`config.mk`:
```
export PLATFORM = sky130hd
export DESIGN_NAME = pipe_hazard_ctrl
export DESIGN_NICKNAME = d
export VERILOG_FILES = /design/src/rtl/pipe_hazard_ctrl_pkg.sv /design/src/rtl/pipe_hazard_ctrl_md_busy_counter.sv /design/src/rtl/pipe_hazard_ctrl.sv
export SDC_FILE = /design/constraint.sdc
export NUM_CORES = 1
export LEC_CHECK = 0
export CAP_MARGIN = 20
export CORE_ASPECT_RATIO = 0.7
export CORE_UTILIZATION = 25
export DETAILED_ROUTE_END_ITERATION = 7
export HOLD_SLACK_MARGIN = 0.08
export SYNTH_ARGS = -nofsm -noshare
export SYNTH_HDL_FRONTEND = slang
export SYNTH_SLANG_ARGS = --single-unit
```
`constraint.sdc`:
```
create_clock -name clk -period 1.65 [get_ports clk]
set_input_delay 0.165 -clock clk [delete_from_list [all_inputs] [get_ports clk]]
set_output_delay 0.165 -clock clk [all_outputs]
set_load 0.05 [all_outputs]
```
`src/rtl/pipe_hazard_ctrl_pkg.sv`:
```
// pipe_hazard_ctrl_pkg: shared redirect-state, stage-control and latency defaults
package pipe_hazard_ctrl_pkg;
  localparam int DEF_MUL_LAT = 3;
  localparam int DEF_DIV_LAT = 32;
  typedef enum logic {R_NONE, R_PEND} redir_state_t;
  typedef struct packed {
    logic stall_f;
    logic stall_d;
    logic stall_e;
    logic stall_m;
    logic flush_d;
    logic flush_e;
    logic flush_m;
    logic flush_w;
  } stage_ctrl_t;
endpackage

```
`src/rtl/pipe_hazard_ctrl_md_busy_counter.sv`:
```
// md_busy_counter: HI/LO multi-cycle occupancy counter with registered busy flag
module md_busy_counter
  import pipe_hazard_ctrl_pkg::*;
#(
  parameter int MUL_LAT = DEF_MUL_LAT,
  parameter int DIV_LAT = DEF_DIV_LAT
) (
  input  logic clk,
  input  logic resetn,
  input  logic start,
  input  logic is_div,
  input  logic hold,
  output logic busy
);
  localparam int MAX_LAT = MUL_LAT > DIV_LAT ? MUL_LAT : DIV_LAT;
  localparam int W = $clog2(MAX_LAT + 1);
  logic [W-1:0] cnt, cnt_n;
  // the unit keeps counting under any stall; only a launch is gated by hold
  always_comb cnt_n = (start & ~hold) ? (is_div ? W'(DIV_LAT - 1) : W'(MUL_LAT - 1))
                    : (cnt != '0) ? cnt - 1'b1 : cnt;
  always_ff @(posedge clk or negedge resetn)
    if (!resetn) begin
      cnt  <= '0;
      busy <= 1'b0;
    end else begin
      cnt  <= cnt_n;
      busy <= cnt_n != '0;
    end
endmodule

```
`src/rtl/pipe_hazard_ctrl.sv`:
```
// pipe_hazard_ctrl: stall/flush priority, delay-slot-aware redirect and mul/div busy
module pipe_hazard_ctrl
  import pipe_hazard_ctrl_pkg::*;
#(
  parameter int MUL_LAT = DEF_MUL_LAT,
  parameter int DIV_LAT = DEF_DIV_LAT
) (
  input  logic        clk,
  input  logic        resetn,
  input  logic        load_use,
  input  logic        br_taken,
  input  logic [31:0] br_target,
  input  logic        i_pending,
  input  logic        i_data_ok,
  input  logic        d_pending,
  input  logic        d_data_ok,
  input  logic        md_start,
  input  logic        md_is_div,
  output logic        stall_f,
  output logic        stall_d,
  output logic        stall_e,
  output logic        stall_m,
  output logic        flush_d,
  output logic        flush_e,
  output logic        flush_m,
  output logic        flush_w,
  output logic        redirect_valid,
  output logic [31:0] redirect_pc,
  output logic        md_busy
);
  redir_state_t state;
  stage_ctrl_t  sc;
  logic [31:0]  pend_pc;
  logic         mem_stall, fetch_stall, st_e, st_d, accept;
  assign mem_stall   = d_pending & ~d_data_ok;
  assign fetch_stall = i_pending & ~i_data_ok;
  assign st_e        = mem_stall | md_busy;
  assign st_d        = st_e | load_use;
  // each bubble is dropped when its target stage is frozen by a higher source
  assign sc = '{
    stall_f: st_d | fetch_stall,
    stall_d: st_d,
    stall_e: st_e,
    stall_m: mem_stall,
    flush_d: fetch_stall & ~st_d,
    flush_e: load_use & ~st_e,
    flush_m: md_busy & ~mem_stall,
    flush_w: mem_stall
  };
  assign {stall_f, stall_d, stall_e, stall_m, flush_d, flush_e, flush_m, flush_w} = sc;
  assign accept         = br_taken & ~st_d;
  assign redirect_valid = (state == R_PEND) ? i_data_ok : accept & ~fetch_stall;
  assign redirect_pc    = !redirect_valid ? '0 : (state == R_PEND) ? pend_pc : br_target;
  // a slow fetch means the delay slot is still in flight; hold the target until it lands
  always_ff @(posedge clk or negedge resetn)
    if (!resetn) begin
      state   <= R_NONE;
      pend_pc <= '0;
    end else if (state == R_PEND) begin
      if (i_data_ok) state <= R_NONE;
    end else if (accept & fetch_stall) begin
      state   <= R_PEND;
      pend_pc <= br_target;
    end
  md_busy_counter #(.MUL_LAT(MUL_LAT), .DIV_LAT(DIV_LAT)) u_md (
    .clk    (clk),
    .resetn (resetn),
    .start  (md_start),
    .is_div (md_is_div),
    .hold   (st_e),
    .busy   (md_busy)
  );
endmodule

```
==> metrics list <==
* Pin count of the biggest net entering global routing: 27
* Avg Cell Area, Syn: 11.6 um^2
* Post-route ant nets: 0
* Top-level port count: 84
- Placed inst area: 4070 um^2
- Once layout is done, the placed cells without fillers occupy 4410 um^2.
- Placeable Area: 8720 um^2
* Crit path setup slack, layout: -249 ps
- Reg-to-reg critical path endpoint: pend_pc[15]
- The detailed router placed 1887 vias in this run.
* Final Hold Fails: 0
* Die Outline Area: 9650 um^2
- Synth Flop Type: sky130_fd_sc_hd__dfrtp_1
- Chip Height: 82.5 um
- Violated checks: setup timing
- Dividing the detail-routed wire length by the instance count gives 14.8 um.
- For this run, the register share of the synthesized area comes to 0.433.
- Cells after DPL: 411
* Area of the mapped netlist: 2310 um^2
- The tree built by TritonCTS fans out to 40 sinks.
- TritonCTS built the clock tree.
* Clock latency reported for the late side of the worst-skew pair: 280 ps
- Headroom to the max-slew limit came out at 0.788.
- Across the run, the number of max-cap violations was 0.
- In this run the worst hold path is classified as input pin to async pin.
- For this run, design rule violations remaining after detail routing come to 0.
- Dividing the detail-routed via count by the number of cells gives 4.40.
* Setup crit end kind: output pin
- Site row count: 28
- Number of nets produced by synthesis: 244
- Worst Reg-to-Reg Cells: 7
- The initial utilization of the core area, before any placement, comes to 0.265.
- Final HPWL from detailed placement: 4.41 mm
- Result of the run: finished with violations
- The H-tree generated during clock tree synthesis spans 2 levels.
- The first detailed-routing pass took 4 iterations.
- Area Growth Syn to Fin: 90.6%
- Num CTS Buffers: 5
* Final Instance Count excl. Fillers: 429
- In this run the tool buffered the top-level ports with 83 buffer cells.
- The detailed router finished its first iteration with 65 violations.
* Peak ir drop on the vdd network: 0.434 mV
- The library cells used most frequently in the layout, excluding fill and tap cells, are sky130_fd_sc_hd__buf_12, sky130_fd_sc_hd__dfrtp_1, sky130_fd_sc_hd__clkdlybuf4s50_1.
- Minimum period implied by the final worst setup slack: 1900 ps
* Required time of the critical path: 1480 ps
- The count of final max-slew check failures came to 0.
- Synthesis handed over a netlist of 200 instances.
* Most frequent standard cell in the layout excluding fill and tap cells: sky130_fd_sc_hd__buf_12
- The most critical setup path has its endpoint at redirect_pc[7].
- Final setup viols: 68
- EDFF count, synth: 0
- Number of antenna violations at the first check in global routing: 0
* Register-to-register path setup slack: -230 ps
- The die is 117 um wide.
- The cell sitting at the root of the clock tree is a sky130_fd_sc_hd__clkbuf_16.
* Type of the setup path with the least slack: register to output pin
* Share of layout cells above drive strength 1: 0.515
- After synthesis the netlist holds a flip-flop and latch count of 40.
* Final weighted congestion of routability-driven global placement: 0.733
- After clock tree synthesis, the clock-pin slew on the worst setup and hold paths is 60 ps.
- Of all flip-flops after synthesis, the portion carrying an async set or reset was 1.00.
* Total overflow reported by the global router: 0
* R2R Path Start: u_md.busy
- Warning count from the yosys run: 0
- RSZ-0062 raised after global routing: yes
- The most critical setup path has its startpoint at u_md.busy.
- Overall routed net length: 6.33 mm
- Transition time at the pin with the least slew margin: 309 ps
* Clk_skew: 6.78 ps
- Summed over all cells, the static leakage comes to 1.89 nW.
- Critical path launch point type: register
- The first global-routing pass estimated 10.1 mm of wire.
- Post-Route Utilization: 0.505
- In this run the worst path has a maximum fanout of 8.
- Number of nets in the final layout: 352
- Dividing total power by cell area gives a power density of 947 nW/um^2.
- The number of global-route vias before repair is 1964.
* Final worst-path cycle share: 1.15
- Combined global-route utilization of all metal layers: 0.140
- FMAX: 0.526 GHz
- Diode insertion count for antenna repair: 0
- Data arrival time of the critical path: 1730 ps
- Yosys mapped the design onto 32 distinct sky130hd cell types.
- In this run the deepest clock path goes through 2 buffers.
==> logic make-up after synthesis <==
logic type / share of synthesized area
muxes: 0.346
xor gates and xnor gates: 0.0189
DFF: 0.433
and+or+nand+nor: 0.124
adders and majority gates: 0.0108
AOI/OAI and AO/OA: 0.0265
buffers and inverters: 0.0416
==> power by group <==
group	total, W	switching (W)	internal, W
combinational	0.00172	0.000754	0.000966
sequential	0.00154	0.000237	0.00131
clock	0.000909	0.000351	0.000558
total	0.00417	0.00134	0.00283
==> cell usage after synthesis, drive strengths merged (3+ instances only) <==
master  number  area [um^2]
dfrtp       40         1000
xnor2        3         26.3
nand2        5         18.8
inv          7         26.3
nand3        4         25.0
buf          7         55.1
o21ai        6         30.0
mux2        32          469
nand2b       3         21.3
mux2i       33          330
clkbuf       4         15.0
nor2        38          143
==> metal layers <==
layer | global-route usage | part of all wire
met1 | 0.198 | 0.49
met2 | 0.203 | 0.43
met3 | 0.0438 | 0.071
met4 | 0.0392 | 0.0087
met5 | 0 | 0
==> sequential cells by signal (all words and copies together), names as in the netlist <==
signal / count
pend_pc: 32
u_md.cnt: 6
state: 1
u_md.busy: 1
==> critical path, cell delays in order (launching register included) <==
cell                      delay (ps)
sky130_fd_sc_hd__dfrtp_2         420
sky130_fd_sc_hd__nor4b_4         230
sky130_fd_sc_hd__buf_4           160
sky130_fd_sc_hd__o22ai_4          70
sky130_fd_sc_hd__buf_6           150
sky130_fd_sc_hd__buf_12          150
sky130_fd_sc_hd__nor2_4          130
sky130_fd_sc_hd__buf_12          140
==> repair_timing <==
action / in CTS / in global routing
resized for setup: 17 / 12
endpoints found under the setup margin: 35 / 69
cloned: 1 / 1
pin swaps: 11 / 5
endpoints found under the hold margin: 9 / 0
hold buffers: 1 / 0
buffers inserted: 5 / 3
==> stage by stage <==
| stage | worst slack (ps) | hold slack [ps] | TNS, ps | total power, W |
|---|---|---|---|---|
| floorplan | -500 | -131 | -21160 | 0.00253 |
| detailed placement | -387 | 49.9 | -18290 | 0.00310 |
| finish | -249 | 283 | -13750 | 0.00417 |
| CTS | -245 | 285 | -9160 | 0.00411 |
| global placement | -299 | 46.6 | -15800 | 0.00305 |
| global route | -313 | 330 | -17870 | 0.00442 |
==> final cells by class <==
cell class,instances,area [um^2]
clock buffers,7,133
clock inverters,1,5.00
fillers,727,4310
inverters,7,33.8
multi-input cells,142,1540
flip-flops and latches,40,1000
well taps,120,150
repair buffers,112,1550
==> worst min path at each step <==
stage | start | end
5_1_grt | resetn | pend_pc[2]
6_report | resetn | pend_pc[2]
2_1_floorplan | resetn | pend_pc[0]
4_1_cts | resetn | pend_pc[2]
3_3_place_gp | resetn | pend_pc[2]
3_5_place_dp | resetn | pend_pc[2]
Note: power is estimated with default switching activity, not from simulation.
